### src/rtl/encoder32to5_drain.sv
// Sequential 32-to-5 encoder: drains every set bit of an accepted vector as one index per handshake.
// Latency: first index valid the cycle after acceptance. Backpressure: output fields hold while out_ready is low, and no new vector is taken until the last index is transferred.
module encoder32to5_drain #(
    parameter bit MSB_FIRST = 1'b0
) (
    input  logic        clk,
    input  logic        rst,
    input  logic        in_valid,
    output logic        in_ready,
    input  logic [31:0] in_vec,
    output logic        out_valid,
    input  logic        out_ready,
    output logic [4:0]  out_idx,
    output logic [4:0]  out_seq,
    output logic        out_last,
    output logic        zero_pulse
);

    typedef enum logic {
        IDLE  = 1'b0,
        DRAIN = 1'b1
    } state_t;

    state_t      state;
    logic [31:0] pending;
    logic [4:0]  seq;
    logic [4:0]  enc_idx;
    logic        one_left;

    // Later loop iterations win, so the scan direction picks the priority end.
    always_comb begin
        enc_idx = '0;
        if (MSB_FIRST) begin
            for (int i = 0; i < 32; i++) begin
                if (pending[i]) enc_idx = 5'(i);
            end
        end else begin
            for (int i = 31; i >= 0; i--) begin
                if (pending[i]) enc_idx = 5'(i);
            end
        end
    end

    assign one_left   = (pending != 32'd0) && ((pending & (pending - 32'd1)) == 32'd0);

    assign in_ready   = (state == IDLE);
    assign out_valid  = (state == DRAIN);
    assign out_idx    = enc_idx;
    assign out_seq    = seq;
    assign out_last   = one_left;

    always_ff @(posedge clk or posedge rst) begin
        if (rst) begin
            state      <= IDLE;
            pending    <= '0;
            seq        <= '0;
            zero_pulse <= 1'b0;
        end else begin
            zero_pulse <= 1'b0;
            case (state)
                IDLE: begin
                    if (in_valid) begin
                        if (in_vec == 32'd0) begin
                            zero_pulse <= 1'b1;
                        end else begin
                            pending <= in_vec;
                            seq     <= '0;
                            state   <= DRAIN;
                        end
                    end
                end
                DRAIN: begin
                    if (out_ready) begin
                        pending <= pending & ~(32'd1 << enc_idx);
                        if (one_left) begin
                            seq   <= '0;
                            state <= IDLE;
                        end else begin
                            seq   <= seq + 5'd1;
                        end
                    end
                end
                default: state <= IDLE;
            endcase
        end
    end

endmodule
### config.mk
export PLATFORM = sky130hd
export DESIGN_NAME = encoder32to5_drain
export DESIGN_NICKNAME = d
export VERILOG_FILES = /design/src/rtl/encoder32to5_drain.sv
export SDC_FILE = /design/constraint.sdc
export NUM_CORES = 1
export LEC_CHECK = 0
export CELL_PAD_IN_SITES_DETAIL_PLACEMENT = 1
export CELL_PAD_IN_SITES_GLOBAL_PLACEMENT = 2
export CORE_ASPECT_RATIO = 0.5
export CORE_MARGIN = 4
export CORE_UTILIZATION = 34
export DETAILED_ROUTE_END_ITERATION = 8
export PLACE_DENSITY_LB_ADDON = 0.15
export SKIP_CTS_REPAIR_TIMING = 1
export SLEW_MARGIN = 20
export SYNTH_ARGS = -nofsm -noshare
export SYNTH_HDL_FRONTEND = slang
export SYNTH_SLANG_ARGS = --single-unit
### constraint.sdc
create_clock -name clk -period 5.5 [get_ports clk]
set_input_delay 0.55 -clock clk [delete_from_list [all_inputs] [get_ports clk]]
set_output_delay 0.55 -clock clk [all_outputs]
set_load 0.02 [all_outputs]
==> results.sh <==
export IMPL_run_status="completed"
export IMPL_cts_tree="built"
export IMPL_ant_nets=0
export IMPL_switchingPower_mw=1.10
export IMPL_clockRootBuffer="clkbuf_16"
export IMPL_final_core_utilization=0.429
export IMPL_chipWidth_um=142
export IMPL_htree_num_levels=2
export IMPL_fraction_of_final_layout_cells_sized_beyond_drive_strength_1=0.0741
export IMPL_clock_skew_final_ns=0.00816
export IMPL_number_of_buffers_added_by_the_clock_tree_synthesis_step=5
export IMPL_preCtsSetupSlack_ns=1.35
export IMPL_cellPowerDensity_nw_per_um2=563
export IMPL_detailed_routed_wire_length_on_met2_mm=5.23
export IMPL_drt_vias_per_instance=6.47
export IMPL_worst_ir_drop_vdd_uv=204
export IMPL_grt_max_degree=40
export IMPL_worst_path_max_fanout=10
export IMPL_flow_area_growth_from_synthesis_pct=22.7
export IMPL_globalRouteOverflowTotal=0
export IMPL_synthesis_area_sq_um=3050
export IMPL_ios=50
export IMPL_synth_sequential_area_ratio=0.320
export IMPL_core_sq_um=8740
export IMPL_path_clk_slew_ns=0.06
export IMPL_arrival_ns=4.02
export IMPL_yosys_warnings=0
export IMPL_wl_met3_mm=1.20
export IMPL_synth_edf_count=0
export IMPL_netlist_top_cells_area="dfrtp_1 (32%), o21ai_0 (5.4%), a22o_1 (5.2%)"
export IMPL_worstMarginPinSlew_ns=0.817
export IMPL_wl_mm=13.0
export IMPL_number_of_global_route_vias_before_repair=3251
export IMPL_post_route_drc_count=0
export IMPL_fillers=1029
export IMPL_postSynthCellCount=374
export IMPL_detailedRoute_firstIterationViolations=278
export IMPL_min_period_over_period=0.831
export IMPL_synthesis_area_per_instance_sq_um=8.16
export IMPL_share_of_synthesized_flip_flops_with_an_asynchronous_set_or_reset=1.00
export IMPL_initial_utilization=0.349
export IMPL_gpl_final_weighted_congestion=0.911
export IMPL_antenna_found_initial=1
export IMPL_detailedRoute_firstPassIterationCount=5
export IMPL_worst_path_largest_cell_delay_ns=0.66
export IMPL_final_net_count=442
export IMPL_post_dp_hpwl_mm=9.84
export IMPL_cp_data_required_time_ns=4.95
export IMPL_grt_total_usage=0.249
export IMPL_worstSetupStartpointType="register"
export IMPL_layout_common_cells="clkdlybuf4s50_1 (49), dfrtp_1 (39), nand2_1 (34), o21ai_0 (33), nor2_1 (27)"
export IMPL_power_switching_share=0.524
export IMPL_share_seq_of_total_power=0.306
export IMPL_crit_path_cell_trace="nor4_4 > nand3b_1 > maj3_1 > o21ai_0 > and4_1 > nand3_1 > nand4b_1 > nor4_1 > clkdlybuf4s50_1"
export IMPL_latest_clock_arrival_within_the_worst_skew_pair_ns=0.29
export IMPL_grt_pass1_wl_mm=20.1
export IMPL_portion_of_total_power_attributed_to_the_clock_network=0.142
export IMPL_multi_input_combinational_cell_area_sq_um=1920
export IMPL_comb_power_share=0.552
export IMPL_post_drt_wl_per_cell_um=24.9
export IMPL_most_used_dff_post_synth="dfrtp_1"
export IMPL_setup_tns_final_ns=0
export IMPL_post_synth_top_area_fraction=0.320
export IMPL_highest_layer="met5"
export IMPL_num_vias=3377
export IMPL_setup_ws_ns=0.929
export IMPL_final_hold_violations=0
export IMPL_setup_viol_count_final=0
export IMPL_die_area_sq_um=10700
export IMPL_setup_crit_end_kind="output pin"
export IMPL_routed_metal_1_wire_length_mm=6.44
export IMPL_cts_root_to_sink_buffers=2
export IMPL_worstHoldPathType="register to register"
export IMPL_rsz_0062_raised_after_global_routing="false"
export IMPL_synth_cell_type_count=73
export IMPL_core_rowCount=24
export IMPL_critical_path_slowest_cell="clkdlybuf4s50_1"
export IMPL_fin_crit_ns=4.57
export IMPL_internal_power_mw=1.00
export IMPL_io_buffer_count=49
export IMPL_clock_sink_count=39
export IMPL_mostFrequentLayoutCell="clkdlybuf4s50_1"
export IMPL_syn_num_nets=411
export IMPL_fin_max_slew_vios=0
export IMPL_die_height_um=75.0
export IMPL_static_leakage_power_nw=1.38
export IMPL_sequential_cell_area_sq_um=976
export IMPL_max_cap_viol_count=0
export IMPL_ys_ff_latch=39
export IMPL_timing_worst_setup_path_type="register to output pin"
export IMPL_timing_fmax_mhz=219
export IMPL_synth_top_cell_by_area="dfrtp_1"
export IMPL_timing_slew_headroom=0.455
export IMPL_antennaDiodeCount=0
-- per-stage QoR --
stage                     instance area, sq um  hold slack, ns  total power [mW]  std cells
final                                     3740           0.572              2.11        522
after detailed placement                  3600           0.561              1.77        515
after global placement                    3600           0.538              1.74        515
after global routing                      3740           0.605              2.23        522
after floorplan                           3050           0.540              1.33        374
after CTS                                 3740           0.576              2.08        522
-- flip-flops by register name, summed over array words and instances, names as in the netlist --
register and flops:
pending 32, out_seq 5, out_valid 1, zero_pulse 1
-- final timing paths --
kind                                    startpoint                       to  cells after the start  slack (ns)
max                         pending[2]$_DFFE_PP0P_                 out_last                      9        0.93
min                         out_seq[1]$_DFFE_PP0P_   out_seq[1]$_DFFE_PP0P_                      2        0.57
max reg2reg                pending[11]$_DFFE_PP0P_   out_seq[2]$_DFFE_PP0P_                      9        2.14
min reg2reg                 out_seq[1]$_DFFE_PP0P_   out_seq[1]$_DFFE_PP0P_                      2        0.57
max in group asynchronous                      rst  pending[12]$_DFFE_PP0P_                      3        4.41
min in group asynchronous                      rst  pending[30]$_DFFE_PP0P_                      3        0.70
-- layout make-up --
class                   count  area share
inverters                  13      0.0144
clock inverters             1     0.00134
clock buffers               6      0.0371
flip-flops and latches     39       0.261
repair buffers             51       0.135
well taps                 117      0.0391
multi-input cells         295       0.513
-- worst max-delay path, delay by kind of cell, from the launching register on --
| family | cells | cell delay [ns] |
|---|---|---|
| buffers and inverters | 1 | 0.66 |
| adder cells (fa/ha/maj) | 1 | 0.37 |
| AO/OA/AOI/OAI | 1 | 0.45 |
| AND/OR/NAND/NOR | 6 | 1.76 |
| flip-flops | 1 | 0.50 |
-- logic make-up after synthesis --
logic type      count (synthesis)  synth area share
simple gates                  149             0.282
xor+xnor                        2           0.00574
buf+inv                        40            0.0541
fa+ha+maj                       2           0.00738
compound gates                138             0.318
mux                             4            0.0131
flops                          39             0.320
-- synth_stat cells (all sizes together) (2+ instances only) --
library cell and number:
nor2b 3, or4 4, nor4 18, a21oi 16
clkbuf 21, a41o 2, and3 2, a32o 2
o21ai 42, o211ai 8, a31oi 7, a21boi 2
o41ai 2, a41oi 2, o22ai 5, or2 2
nand3 13, a21o 5, nand2b 3, nor2 28
a22oi 2, a22o 18, inv 12, nand2 34
nor3 13, a211oi 2, nor4b 3, nor3b 3
xnor2 2, or3 7, nand4b 3, a32oi 3
o31ai 6, buf 6, nand4 4, mux2i 4
a221oi 2, and2 5, dfrtp 39, and4 2
-- metal layers --
| metal | vias up | global-route usage |
|---|---|---|
| met5 | - | 0 |
| met4 | 2 | 0.0351 |
| met3 | 14 | 0.0704 |
| met2 | 144 | 0.352 |
| met1 | 1704 | 0.381 |
| li1 | 1513 | - |
-- power groups by stage --
stage,combinational [mW],clock [mW],sequential (mW)
2_1_floorplan,0.811,0,0.516
3_3_place_gp,1.11,0,0.632
3_5_place_dp,1.13,0,0.642
4_1_cts,1.14,0.304,0.638
5_1_grt,1.25,0.319,0.664
6_report,1.16,0.299,0.644
(Power assumes the default switching activity.)
